### config.mk
export PLATFORM = sky130hd
export DESIGN_NAME = hexfmt_tx
export DESIGN_NICKNAME = d
export VERILOG_FILES = /design/src/rtl/hexfmt_tx.sv
export SDC_FILE = /design/constraint.sdc
export NUM_CORES = 1
export LEC_CHECK = 0
export ABC_AREA = 1
export CAP_MARGIN = 0
export CORE_ASPECT_RATIO = 0.7
export CORE_MARGIN = 2
export CORE_UTILIZATION = 49
export CTS_CLUSTER_SIZE = 10
export DETAILED_ROUTE_END_ITERATION = 7
export GPL_ROUTABILITY_DRIVEN = 0
export PLACE_DENSITY = 0.75
export SYNTH_ARGS = -nofsm -noshare
export SYNTH_HDL_FRONTEND = slang
export SYNTH_SLANG_ARGS = --single-unit
### constraint.sdc
create_clock -name i_clk -period 2.8 [get_ports i_clk]
set_input_delay 0.28 -clock i_clk [delete_from_list [all_inputs] [get_ports i_clk]]
set_output_delay 0.28 -clock i_clk [all_outputs]
set_load 0.1 [all_outputs]
### src/rtl/hexfmt_tx.sv
// hexfmt_tx: queues DATA_W-bit words and streams them as ASCII hex bytes to a txuart.
// Define HEXFMT_PREFIX_EN to start every word with "0x".
module hexfmt_tx #(
  parameter int DATA_W  = 32,
  parameter int FIFO_LG = 2,
  parameter int LOWER   = 0
) (
  input  logic              i_clk,
  input  logic              i_reset,
  input  logic              i_stb,
  input  logic [DATA_W-1:0] i_data,
  input  logic              i_eol,
  output logic              o_full,
  output logic              o_overflow,
  output logic              o_busy,
  output logic              o_tx_stb,
  output logic [7:0]        o_tx_data,
  input  logic              i_tx_busy
);

  localparam int ND    = DATA_W / 4;
  localparam int DEPTH = 1 << FIFO_LG;
  localparam int CW    = (ND > 1) ? $clog2(ND) : 1;
  localparam logic [FIFO_LG:0] FULL_CNT = (FIFO_LG + 1)'(DEPTH);

  typedef enum logic [2:0] {
    S_IDLE,
`ifdef HEXFMT_PREFIX_EN
    S_PFX0,
    S_PFXX,
`endif
    S_DIG,
    S_SEP,
    S_CR,
    S_LF
  } state_t;

  function automatic logic [7:0] hex_char(input logic [3:0] n);
    if (n < 4'd10) return 8'h30 + {4'h0, n};
    else           return ((LOWER != 0) ? 8'h61 : 8'h41) + {4'h0, n} - 8'd10;
  endfunction

  // ---------------- word FIFO: {eol, data} ----------------
  logic [DATA_W:0]    mem [DEPTH];
  logic [FIFO_LG-1:0] wr_ptr, rd_ptr;
  logic [FIFO_LG:0]   count;
  logic               fifo_empty, push, pop;

  state_t            state, state_d;
  logic [DATA_W-1:0] sh, sh_d;
  logic [CW-1:0]     cnt, cnt_d;
  logic              eol_q, eol_d;
  logic [7:0]        tx_data_d;
  logic              accept;

  assign fifo_empty = (count == '0);
  assign o_full     = (count == FULL_CNT);
  assign push       = i_stb && !o_full;
  assign pop        = (state == S_IDLE) && !fifo_empty;

  // NOTE: storage only; validity is tracked by count, so the array needs no reset.
  always_ff @(posedge i_clk) begin
    if (push) mem[wr_ptr] <= {i_eol, i_data};
  end

  // NOTE: sequential state uses <= so every register samples pre-edge values.
  always_ff @(posedge i_clk) begin
    if (i_reset) begin
      wr_ptr     <= '0;
      rd_ptr     <= '0;
      count      <= '0;
      o_overflow <= 1'b0;
    end else begin
      if (push) wr_ptr <= wr_ptr + 1'b1;
      if (pop)  rd_ptr <= rd_ptr + 1'b1;
      case ({push, pop})
        2'b10:   count <= count + 1'b1;
        2'b01:   count <= count - 1'b1;
        default: count <= count;
      endcase
      if (i_stb && o_full) o_overflow <= 1'b1;
    end
  end

  // ---------------- formatter ----------------
  assign o_tx_stb = (state != S_IDLE);
  assign o_busy   = !fifo_empty || (state != S_IDLE);
  assign accept   = o_tx_stb && !i_tx_busy;

  always_comb begin
    // NOTE: defaults first so no path through the case leaves a latch.
    state_d = state;
    sh_d    = sh;
    cnt_d   = cnt;
    eol_d   = eol_q;
    case (state)
      S_IDLE: if (!fifo_empty) begin
        {eol_d, sh_d} = mem[rd_ptr];
        cnt_d         = CW'(ND - 1);
`ifdef HEXFMT_PREFIX_EN
        state_d       = S_PFX0;
`else
        state_d       = S_DIG;
`endif
      end
`ifdef HEXFMT_PREFIX_EN
      S_PFX0: if (accept) state_d = S_PFXX;
      S_PFXX: if (accept) state_d = S_DIG;
`endif
      S_DIG: if (accept) begin
        sh_d  = sh << 4;
        cnt_d = cnt - 1'b1;
        if (cnt == '0) state_d = eol_q ? S_CR : S_SEP;
      end
      S_SEP:   if (accept) state_d = S_IDLE;
      S_CR:    if (accept) state_d = S_LF;
      S_LF:    if (accept) state_d = S_IDLE;
      default: state_d = S_IDLE;
    endcase
  end

  // The byte for the upcoming state is registered so it is valid with o_tx_stb;
  // during a stall state_d/sh_d equal the current values, holding the byte steady.
  always_comb begin
    tx_data_d = 8'h00;
    case (state_d)
`ifdef HEXFMT_PREFIX_EN
      S_PFX0:  tx_data_d = 8'h30;
      S_PFXX:  tx_data_d = 8'h78;
`endif
      S_DIG:   tx_data_d = hex_char(sh_d[DATA_W-1 -: 4]);
      S_SEP:   tx_data_d = 8'h20;
      S_CR:    tx_data_d = 8'h0D;
      S_LF:    tx_data_d = 8'h0A;
      default: tx_data_d = 8'h00;
    endcase
  end

  always_ff @(posedge i_clk) begin
    if (i_reset) begin
      state     <= S_IDLE;
      sh        <= '0;
      cnt       <= '0;
      eol_q     <= 1'b0;
      o_tx_data <= 8'h00;
    end else begin
      state     <= state_d;
      sh        <= sh_d;
      cnt       <= cnt_d;
      eol_q     <= eol_d;
      o_tx_data <= tx_data_d;
    end
  end

endmodule

## After elaboration in Yosys (flattened, before gate mapping)

Memory sizes are Yosys's and may differ from the RTL's. A register that Yosys moved wholly into a read port is not among the register bits.
Cells that the tools add are included.

- $lt $le $gt $ge: 1
- Bitwise operators: 1
- Reduce and logical (&&, ||, !) cells: 17
- Mux-type cells: 20
- $add $sub $neg: 8
- Eq/ne operators: 13

Operator list:

| cell | number |
|---|---|
| $mux W32 | 2 |
| $pmux W32 S2 | 1 |
| $pmux W8 S4 | 1 |
| $mux W3 | 7 |
| $eq A3 B2 Y1 const B | 4 |
| $pmux W3 S2 | 2 |
| $pmux W3 S4 | 1 |
| $eq A3 B3 Y1 const B | 3 |
| $logic_not A3 Y1 | 3 |
| $add A7 B4 Y8 const A | 1 |
| $mux W8 | 1 |
| $sub A8 B4 Y8 const B | 1 |
| $add A6 B4 Y7 const A | 1 |
| $eq A3 B1 Y1 const B | 2 |
| $sub A3 B1 Y3 const B | 2 |
| $add A2 B1 Y2 const B | 2 |
| $logic_and A1 B1 Y1 | 4 |
| $lt A4 B4 Y1 const B | 1 |
| $mux W2 | 2 |
| $ne A2 B2 Y1 const B | 2 |
| $reduce_bool A2 Y1 | 2 |
| $add A3 B1 Y3 const B | 1 |
| $logic_not A1 Y1 | 3 |
| $mux W1 | 3 |
| other kinds (8) | 8 |

- Register bits: 55
- Bits in writable memories: 132
- Memories: 1
- Output and inout bits: 12

Memory list:

| memory | words | width | read ports | clocked after memory_dff | wr ports | RTL line | RTL |
|---|---|---|---|---|---|---|---|
| mem | 4 | 33 | 1 | 1 | 1 | 44 | `logic [DATA_W:0] mem [DEPTH];` |

## Longest topological paths before layout

- Word-level depth: 8
- Depth in mapped cells: 15

## Least setup slack after synthesis

No wires, ideal clock.

- Kind: register to register
- From: register count[1]
- To: memory mem[0][0] (netlist bit) (enable)
- Path slack: 0.248 ns
- Buffers on the path: 0
- Cell stages (with the launch flop): 5
- Required time: 2.377 ns
- Period minus slack after synthesis: 2.552 ns
- Arrival time: 2.129 ns
- Cells stage by stage: dfxtp_1 > inv_1 > nand2_1 > o21ai_1 > nor2_1

- Longest elaborated chain between the ends: 5

Ends and longest elaborated chain:

| element | RTL line | RTL |
|---|---|---|
| start: declaration | 46 | `logic [FIFO_LG:0] count;` |
| start signal: assignment | 77 | `2'b10: count <= count + 1'b1;` |
| start signal: assignment | 78 | `2'b01: count <= count - 1'b1;` |
| start signal: assignment | 79 | `default: count <= count;` |
| $eq A3 B3 Y1 | 57 | `assign o_full = (count == FULL_CNT);` |
| $logic_not A1 Y1 | 58 | `assign push = i_stb && !o_full;` |
| $logic_and A1 B1 Y1 | 58 |  |
| $mux W1 | 63 | `if (push) mem[wr_ptr] <= {i_eol, i_data};` |
| $mux W1 (not written as such) | 63 |  |
| end: declaration | 44 |  |

Every way passes these cells.

## Worst setup path in the final report

- From: register count[0]
- To: register count[2]

- Longest elaborated chain between the ends: 5
- Elaborated cells between the ends (all ways): 12
- Those cells by class: 2 x add/sub; 3 x eq/ne; 1 x mux; 6 x reduce/logical

Ends and longest elaborated chain:

| element | RTL line | RTL |
|---|---|---|
| $eq A3 B3 Y1 / $logic_not A3 Y1 (equally long branches) | 57, 56 |  |
| $logic_not A1 Y1 (on tied branches) | n/a |  |
| $logic_and A1 B1 Y1 (on tied branches) | 58, 59 |  |
| $eq A2 B1 Y1 / $eq A2 B2 Y1 (equally long branches) | 76 | `case ({push, pop})` |
| $pmux W3 S2 / $reduce_bool A2 Y1 (equally long branches) | n/a |  |

Parallel ways exist; a longest one is shown, timed or not.
A chain may end at the register's enable or synchronous reset.

==> summary.txt <==
Finish
  • # nets final: 772
  • Multi-input logic area: 2090 um^2
  • Final core occ: 0.589
  • Layout cells sized above 1: 0.122
  • Fin area: about 8800 um^2
  • Ant. Diodes: 0
  • Reg area: 5090 um^2
  • Filler cell count: 1159
  • Layout area overhead: 16.4%
  • Cell Count, Final, Fillers Out: a little over 900

Routing
  • Antenna-violating nets left: 0
  • Vias: about 5100
  • DR WL met2: 7460 um
  • DRT Wirelength: 16000 um
  • Top sig layer: met4
  • DRC: 0
  • Post-DR wirelength/cell: 17.1 um
  • Met3 WL: 1060 um
  • Wl on met1: 7240 um
  • DRT Pass-1 Iters: 5
  • Via-to-Cell Ratio: roughly 5.5
  • Drt first-iter violations: between 600 and 700

Global route
  • First-pass GRT wire length: around 26000 um
  • Initial antenna violation count: 0
  • GRT overflow: 0
  • GRT Overall Usage: 0.208
  • Vias in the first global route: 5028
  • Largest net degree at the start of global routing: 53

Yosys
  • Area leader, netlist: edfxtp_1
  • Mapped Cells: 681
  • Synth cell types: 39
  • Synthesized netlist net count: 727
  • Number of synthesized flops with an enable pin: roughly 130
  • Avg Cell Area, Syn: 11.0 um^2
  • Prevailing post-synth register cell: edfxtp_1
  • Synthesis Warnings: 0
  • Post-synth top area share: 0.527
  • Cell Area, Synth: 7520 um^2
  • Sequential fraction of the synthesis area: 0.676
  • Ys async rst share: 0
  • Synth area leaders: edfxtp_1, dfxtp_1, nand2_1
  • #FFs+latches synth: ~190

Worst setup path
  • CP max stage cell: o21ai_1
  • CP Capture Type: flop
  • Max FO, Critical Path: 9
  • Crit path required time: 3.11 ns
  • Critical path class: reg2reg
  • Arr. time, crit path: 2.79 ns
  • Worst path cell trace: inv_1, nand2_1, o21ai_1, ha_1, inv_1, fa_1, a21oi_1, o21ai_0, o21ai_0, a21oi_1
  • Crit-path max cell delay: 0.61 ns
  • FF-to-FF path depth: 10
  • Worst r2r src: count[0]
  • RR Endpoint: count[2]
  • Reg2Reg Setup Slack: approximately 0.31 ns
  • CP startpoint kind: flop

Min path
  • Hold depth: 3
  • End of the worst hold path: o_overflow
  • Worst hold path class: in2reg
  • Hold Startpoint: i_stb

Floorplan
  • Die ar.: 16400 um^2
  • Initial Util: 0.506
  • Top Ports: 49
  • # rows: 37
  • Die X: 152 um
  • Core ar.: 14900 um^2
  • Die Ht: 108 um

Pwr
  • Sw power: 3.56 mW
  • Static Leak: about 3.1 nW
  • Clock power share: 0.253
  • PwrDens: 1080 nW/um^2
  • Pint: between 5 and 6 mW
  • Power share of the sequential group: 0.404
  • Combinational power share: 0.343
  • Sw Share: 0.376
  • Worst vdd ir: 0.000460 V

Clocking
  • H-Tree Level Count: 4
  • CTS Sinks: 188
  • Worst-Skew Late Latency: roughly 0.42 ns
  • Clk buf depth: 2
  • CTS Root Cell: clkbuf_16
  • Cells resized by post-CTS repair: 0
  • CTS tree: built
  • Number of setup buffers added after CTS: 0
  • TritonCTS buffer count: 17
  • Cts hold-fix bufs: 0
  • Clk slew on worst S/H paths: 0.07 ns

Timing
  • RSZ-0062 raised after global routing: no
  • Final hold vios: 0
  • # setup viols final: 0
  • Setup tns final: 0 ns
  • Final worst slack: 0.314 ns
  • Max-slew headroom: 0.502
  • Skew final: 0.00621 ns
  • Max Clk Rate: 402 MHz
  • Fin crit period: 2.49 ns
  • Final Max Slew Viols: 0
  • Worst Tran Pin Value: between 0.7 and 0.8 ns
  • Fin crit share: 0.888

Placement
  • Dpl hpwl: 9570 um
  • Inst Count DP: 902
  • Pre-CTS setup slack: 0.325 ns
  • Port bufs: 47
  • Placed inst area: 8170 um^2

Outcome
  • Outcome: complete, no violations

Flow run
  • Max-Cap Viols: 0
==> registers in the layout (all words and copies together) (netlist names), named ones only <==
name,count
cnt,3
count,3
eol_q,1
mem,132
o_overflow,1
o_tx_data,7
rd_ptr,2
sh,32
state,3
wr_ptr,2
==> layout by cell type, fill, tap and decap left out, drive strengths merged <==
cell type,netlist,routed
fa,1,1
nand2,122,122
o22ai,31,31
o31ai,1,1
clkdlybuf4s50,0,36
buf,14,25
ha,8,8
nor3,2,2
inv,52,52
or2,2,2
nor2,86,86
a21oi,26,26
dfxtp,56,56
o21bai,2,2
edfxtp,132,132
nor4,1,1
a221oi,1,1
bufinv,0,3
nand4,3,3
conb,1,1
o21a,1,1
clkinv,0,5
clkinvlp,0,5
a31oi,21,21
o21ai,70,70
xor2,1,1
nand3,21,21
clkbuf,21,19
a22oi,5,5
==> worst max-delay path, delay by kind of cell (launching register included) <==
kind            cells  cell delay [ns]
compound gates      5             1.10
fa+ha+maj           2             0.64
buf+inv             2             0.20
flops               1             0.30
simple gates        1             0.14
==> cells in the mapped netlist, types with 8 or more instances <==
master / count
clkbuf_1: 21
o22ai_1: 31
ha_1: 8
nand3_1: 18
inv_1: 45
nor2_1: 77
o21ai_0: 69
a31oi_1: 21
nand2_1: 114
edfxtp_1: 132
a21oi_1: 26
dfxtp_1: 56
==> stage by stage <==
step,hold WS [ns],power (mW)
global placement,0.438,6.95
floorplan,0.379,6.24
finish,0.445,9.47
CTS,0.433,9.49
detailed placement,0.452,7.09
global route,0.468,10.0
==> metal layers <==
| metal | GRT usage | up-vias |
|---|---|---|
| met5 | 0 | - |
| met4 | 0.0621 | 0 |
| met3 | 0.0427 | 21 |
| met2 | 0.334 | 154 |
| met1 | 0.289 | 2469 |
| li1 | - | 2465 |
==> power groups by stage <==
| stage | sequential (mW) | combinational, mW | clock [mW] |
|---|---|---|---|
| CTS | 3.82 | 3.25 | 2.43 |
| floorplan | 3.99 | 2.24 | 0 |
| finish | 3.83 | 3.25 | 2.39 |
| global route | 3.88 | 3.62 | 2.54 |
| detailed placement | 3.87 | 3.22 | 0 |
| global placement | 3.84 | 3.11 | 0 |
==> cell families after synthesis <==
logic type | after synthesis | synth area share
AOI/OAI and AO/OA | 158 | 0.120
xor gates and xnor gates | 1 | 0.00116
and+or+nand+nor | 237 | 0.140
DFF | 188 | 0.676
other | 1 | 0.000499
buffers and inverters | 87 | 0.0471
adders and majority gates | 9 | 0.0160
==> how the worst max path moves through the flow <==
stage	startpoint	end	slack [ns]	depth (start not counted)
after floorplan	count[1]	mem[0][0]	0.25	4
after global routing	count[0]	count[2]	0.07	10
final	count[0]	count[2]	0.31	10
after CTS	count[0]	count[2]	0.31	10
after detailed placement	count[0]	count[2]	0.32	10
after global placement	count[0]	count[2]	0.45	10
==> final cells by class <==
class | count | share of cell area
Tap cell | 195 | 0.0279
Timing Repair Buffer | 61 | 0.0626
Inverter | 52 | 0.0223
Multi-Input combinational cell | 406 | 0.239
Sequential cell | 188 | 0.581
Clock inverter | 13 | 0.0170
Clock buffer | 19 | 0.0506
No activity file was read; power rests on OpenSTA's default activity.
